===== config.mk =====
export PLATFORM = sky130hd
export DESIGN_NAME = sicaklik_monitor
export DESIGN_NICKNAME = d
export VERILOG_FILES = /design/src/rtl/sicaklik_monitor.sv
export SDC_FILE = /design/constraint.sdc
export NUM_CORES = 1
export LEC_CHECK = 0
export CORE_MARGIN = 1
export CORE_UTILIZATION = 45
export CTS_BUF_LIST = sky130_fd_sc_hd__clkbuf_2 sky130_fd_sc_hd__clkbuf_4 sky130_fd_sc_hd__clkbuf_8
export DETAILED_ROUTE_END_ITERATION = 8
export GPL_TIMING_DRIVEN = 0
export PLACE_DENSITY_LB_ADDON = 0.1
export SLEW_MARGIN = 10
export SYNTH_ARGS = -nofsm -noshare
export SYNTH_HDL_FRONTEND = slang
export SYNTH_SLANG_ARGS = --single-unit

===== constraint.sdc =====
create_clock -name clk -period 8.4 [get_ports clk]
set_input_delay 1.68 -clock clk [delete_from_list [all_inputs] [get_ports clk]]
set_output_delay 1.68 -clock clk [all_outputs]
set_load 0.01 [all_outputs]

===== src/rtl/sicaklik_monitor.sv =====
// rtl/sicaklik_monitor.sv - temperature smoothing, min/max tracking and over-temperature alarm
//
// Consumes one signed 8-bit degC word per sicaklik_valid strobe, keeps a
// power-of-two moving average, tracks raw min/max and drives a hysteresis
// alarm with persistence filtering.
//
// Ports:
//   clk             in   system clock
//   reset_count     in   asynchronous active-high reset
//   sicaklik_i      in   [7:0] signed temperature sample
//   sicaklik_valid  in   one-cycle strobe qualifying sicaklik_i
//   clear_minmax    in   one-cycle strobe restarting min/max tracking
//   avg_o           out  [7:0] signed moving average
//   avg_valid       out  one-cycle pulse when avg_o is updated
//   min_o           out  [7:0] smallest raw sample since reset/clear
//   max_o           out  [7:0] largest raw sample since reset/clear
//   alarm_o         out  over-temperature level
//   alarm_rise      out  one-cycle pulse on alarm_o rising

module sicaklik_monitor #(
  parameter int                AVG_LOG2 = 3,
  parameter logic signed [7:0] HI_TH    = 8'sd70,
  parameter logic signed [7:0] LO_TH    = 8'sd65,
  parameter int                PERSIST  = 3
) (
  input  logic       clk,
  input  logic       reset_count,
  input  logic [7:0] sicaklik_i,
  input  logic       sicaklik_valid,
  input  logic       clear_minmax,
  output logic [7:0] avg_o,
  output logic       avg_valid,
  output logic [7:0] min_o,
  output logic [7:0] max_o,
  output logic       alarm_o,
  output logic       alarm_rise
);

  localparam int                 N       = 1 << AVG_LOG2;
  localparam int                 SW      = 8 + AVG_LOG2;
  localparam logic [AVG_LOG2:0]  FILL_N  = (AVG_LOG2 + 1)'(N);
  localparam logic [3:0]         PERSIST_C = 4'(PERSIST);

  localparam logic [0:0] ST_NORMAL = 1'b0;
  localparam logic [0:0] ST_ALARM  = 1'b1;

  // ---------------------------------------------------------------------------
  // Moving average
  // ---------------------------------------------------------------------------
  logic [7:0]           sample_mem [N];
  logic [AVG_LOG2-1:0]  wptr;
  logic [AVG_LOG2:0]    fill;
  logic signed [SW-1:0] sum;
  logic                 avg_pend;

  logic signed [SW-1:0] sample_ext;
  logic signed [SW-1:0] old_ext;
  logic                 fill_after_full;

  assign sample_ext = {{AVG_LOG2{sicaklik_i[7]}}, sicaklik_i};
  assign old_ext    = {{AVG_LOG2{sample_mem[wptr][7]}}, sample_mem[wptr]};

  // True when the buffer holds N samples once this strobe is absorbed.
  assign fill_after_full = (fill == FILL_N) || (fill == FILL_N - 1'b1);

  always_ff @(posedge clk or posedge reset_count) begin
    if (reset_count) begin
      for (int i = 0; i < N; i++) begin
        sample_mem[i] <= '0;
      end
      wptr     <= '0;
      fill     <= '0;
      sum      <= '0;
      avg_pend <= 1'b0;
    end else begin
      avg_pend <= sicaklik_valid && fill_after_full;
      if (sicaklik_valid) begin
        // Drop the oldest sample from the window and add the new one.
        sum              <= sum + sample_ext - old_ext;
        sample_mem[wptr] <= sicaklik_i;
        wptr             <= wptr + 1'b1;
        if (fill != FILL_N) begin
          fill <= fill + 1'b1;
        end
      end
    end
  end

  // Arithmetic right shift by AVG_LOG2 is just the upper 8 bits of the sum;
  // the mean of N 8-bit values always fits, and dropping low bits floors.
  always_ff @(posedge clk or posedge reset_count) begin
    if (reset_count) begin
      avg_o     <= '0;
      avg_valid <= 1'b0;
    end else begin
      avg_valid <= avg_pend;
      if (avg_pend) begin
        avg_o <= sum[SW-1:AVG_LOG2];
      end
    end
  end

  // ---------------------------------------------------------------------------
  // Raw min / max
  // ---------------------------------------------------------------------------
  logic have_sample;

  always_ff @(posedge clk or posedge reset_count) begin
    if (reset_count) begin
      min_o       <= '0;
      max_o       <= '0;
      have_sample <= 1'b0;
    end else begin
      if (sicaklik_valid) begin
        have_sample <= 1'b1;
        // A clear coinciding with a sample makes that sample the new baseline.
        if (clear_minmax || !have_sample) begin
          min_o <= sicaklik_i;
          max_o <= sicaklik_i;
        end else begin
          if ($signed(sicaklik_i) < $signed(min_o)) begin
            min_o <= sicaklik_i;
          end
          if ($signed(sicaklik_i) > $signed(max_o)) begin
            max_o <= sicaklik_i;
          end
        end
      end else if (clear_minmax) begin
        // Outputs hold their stale values until the next sample reloads them.
        have_sample <= 1'b0;
      end
    end
  end

  // ---------------------------------------------------------------------------
  // Over-temperature alarm
  // ---------------------------------------------------------------------------
  logic [0:0]       state;
  logic [3:0]       cnt;
  logic [3:0]       cnt_inc;
  logic signed [7:0] avg_s;
  logic             hi_hit;
  logic             lo_hit;

  assign avg_s   = avg_o;
  assign hi_hit  = (avg_s >= HI_TH);
  assign lo_hit  = (avg_s <= LO_TH);
  assign cnt_inc = cnt + 4'd1;
  assign alarm_o = (state == ST_ALARM);

  always_ff @(posedge clk or posedge reset_count) begin
    if (reset_count) begin
      state      <= ST_NORMAL;
      cnt        <= '0;
      alarm_rise <= 1'b0;
    end else begin
      alarm_rise <= 1'b0;
      if (avg_valid) begin
        case (state)
          ST_NORMAL: begin
            if (hi_hit) begin
              if (cnt_inc == PERSIST_C) begin
                state      <= ST_ALARM;
                cnt        <= '0;
                alarm_rise <= 1'b1;
              end else begin
                cnt <= cnt_inc;
              end
            end else begin
              cnt <= '0;
            end
          end
          default: begin
            if (lo_hit) begin
              if (cnt_inc == PERSIST_C) begin
                state <= ST_NORMAL;
                cnt   <= '0;
              end else begin
                cnt <= cnt_inc;
              end
            end else begin
              cnt <= '0;
            end
          end
        endcase
      end
    end
  end

endmodule


==> impl_metrics.ini <==
[timing]
skew_ps = 4.95
max-slew-margin-rel_pct = 31.0
setup_tns_ps = 0
hold_violations = 0
fin_crit_ps = 4420
worstMarginPinSlew_ps = 1030
rsz0062_at_grt = false
drv_slew = 0
fmax_ghz = 0.226
finalSetupViolCount = 0
finalCritPeriodShare_pct = 52.7

[power_and_ir_drop]
total_power_mw = 3.25
netSwitchingPower_mw = 1.27
power_density_nw_per_um2 = 455
p_leak_nw = 3.34
p_clk_share_pct = 15.5
peakVddDrop_mv = 0.238
p_sw_share_pct = 39.2
combPwrFrac_pct = 55.8
p_int_mw = 1.97
seqPwrFrac_pct = 28.7

[synth]
async_flop_share_pct = 100
synth_edf_count = 0
synth_area_leaders = dfrtp_1, ha_1, mux2_1
synth_top_area_share_pct = 47.0
yosysUniqueCellTypes = 56
netlist_top_cells_count = dfrtp_1, inv_1, nand2_1
yosysTopAreaCell = dfrtp_1
synth_ff_type = dfrtp_1
seq_area_frac_synth_pct = 47.0
synth_area_um2 = 6130
synth_most_common_cell = dfrtp_1
syn_nets = 574
yosys_warnings = 0
syn_inst = 520
ys_ff_latch = 115
avgSynthCellArea_um2 = 11.8

[clock_network]
tritoncts = done
cts.reportedPaths.clkPinSlew_ps = 60
cts_sinks = 115
clockBufferDepth = 2
cts_resized = 0
cts_root_buf = clkbuf_8
hold_buffers = 0
insertion_delay_ps = 440
post_cts_buffers = 0
cts_max_level = 4
cts_buffers = 17

[floorplan]
fp.coreArea_um2 = 13200
start_util_pct = 46.3
die-area_um2 = 14100
die_x_um = 119
chipHeight_um = 119
ios = 39
rows = 42

[route]
drc_errors = 0
vias = 4084
drt_pass1_iterations = 4
vias_per_cell = 5.34
drtIter0Drc = 160
drt-total-wl_um = 13400
drtAntennaViolNets = 0
wire_per_inst_um = 17.6

[grt]
antenna_found_initial = 0
grt_pass1_vias = 4312
grt_overflow = 0
grt_pass1_wl_um = 22500
grt_max_degree = 67
grt_usage_pct = 21.5

[critical_path]
reg2regPathDepth = 12
reg2reg_to = sum[10]
critPathLaunchType = primary input
required_ps = 8720
cp-end-kind = register
path_class = in2reg
r2r_slack_ps = 4490
timing.rr.start = wptr[1]
path_max_fanout = 7
cp.arrival_ps = 4750

[outcome]
status = complete, no violations

[final_layout]
area_growth_pct = 16.6
diodes = 0
drive_above_1_share_pct = 15.1
fin_nets = 631

[worst_hold_path]
hold_depth = 0
hp-start = avg_pend
min_to = avg_valid
hp-class = reg2reg

[placement]
dp_hpwl_um = 9580
gp_congestion = 0.830
port_buffers = 37

[job]
cap_violations = 0
stage by stage:
stage               std cells  hold slack, ps  utilization, %  setup WS (ps)  area (µm²)
global route              765             431            53.9           3850        7140
detailed placement        734             406            51.0           3540        6750
floorplan                 520             352               -           3680        6130
finish                    765             421            53.9           3980        7140
CTS                       765             423            53.9           4010        7140
global placement          733             397            50.7           1970        6720
flip-flops by register name (all words and copies together), names as in the netlist:
signal,count
sum,11
alarm_rise,1
min_o,8
avg_pend,1
wptr,3
sample_mem,64
avg_o,8
cnt,4
max_o,8
avg_valid,1
fill,4
alarm_o,1
have_sample,1
per-layer routing:
metal  vias to the layer above  track usage [%]  wire length, µm
met3                        26             4.68              425
met2                        69             34.0             6310
met1                      2056             28.1             6320
met5                         -                0                0
li1                       1933                -                -
met4                         0             10.1              376
placed cells by master (no fill, tap or decap), types with 3 or more instances in the layout:
cell,n
dfrtp_1,115
inv_1,61
nand2_1,49
clkdlybuf4s50_1,37
mux2_1,32
ha_1,32
clkbuf_8,23
o21ai_0,22
o21ai_1,22
mux2i_1,19
mux2_2,17
mux4_2,16
a21oi_1,10
xnor2_1,10
fa_1,10
nand3_1,7
nor2_1,7
buf_2,7
clkbuf_1,7
nand2b_1,6
a21o_1,6
nor2b_1,5
nor3_1,4
a31oi_1,4
nand4b_1,4
clkbuf_4,4
o22ai_1,3
xor2_1,3
and3_1,3
clkinv_2,3
critical path, cell delays in order:
cell             delay, ps
clkdlybuf4s50_1        710
inv_1                  270
fa_1                   580
inv_1                   40
ha_1                   350
and3_1                 190
a211o_1                370
a31oi_1                230
o221ai_1               170
xnor2_1                160
power groups by stage:
stage	registers, mW	clock network [mW]	logic [mW]
floorplan	0.914	0	1.41
global placement	0.925	0	1.77
detailed placement	0.939	0	1.83
CTS	0.930	0.517	1.83
global route	0.962	0.541	2.05
finish	0.930	0.504	1.81
worst max-delay path by stage:
stage | from | to
final | sicaklik_i[4] | sum[10]
after global routing | sicaklik_i[4] | sum[10]
after CTS | sicaklik_i[4] | sum[10]
after detailed placement | sicaklik_i[4] | sum[10]
after global placement | reset_count | fill[2]
after floorplan | reset_count | alarm_o
kinds of logic after synthesis:
logic type      after synthesis  synth area share, %
xor+xnor                     13                 1.86
compound gates               84                 8.91
buf+inv                      78                 5.04
mux                          86                 18.5
flops                       115                 47.0
fa+ha+maj                    42                 9.80
simple gates                102                 8.93
area by class of cell:
| cell class | count | area, µm² |
|---|---|---|
| sequential | 115 | 2880 |
| buffer | 16 | 76.3 |
| fill | 1203 | 6100 |
| tap | 176 | 220 |
| multi-input combinational | 327 | 2940 |
| timing repair buffer | 38 | 398 |
| clock inverter | 4 | 45.0 |
| inverter | 62 | 238 |
| clock buffer | 27 | 347 |
Power figures use the tool's default switching activity.
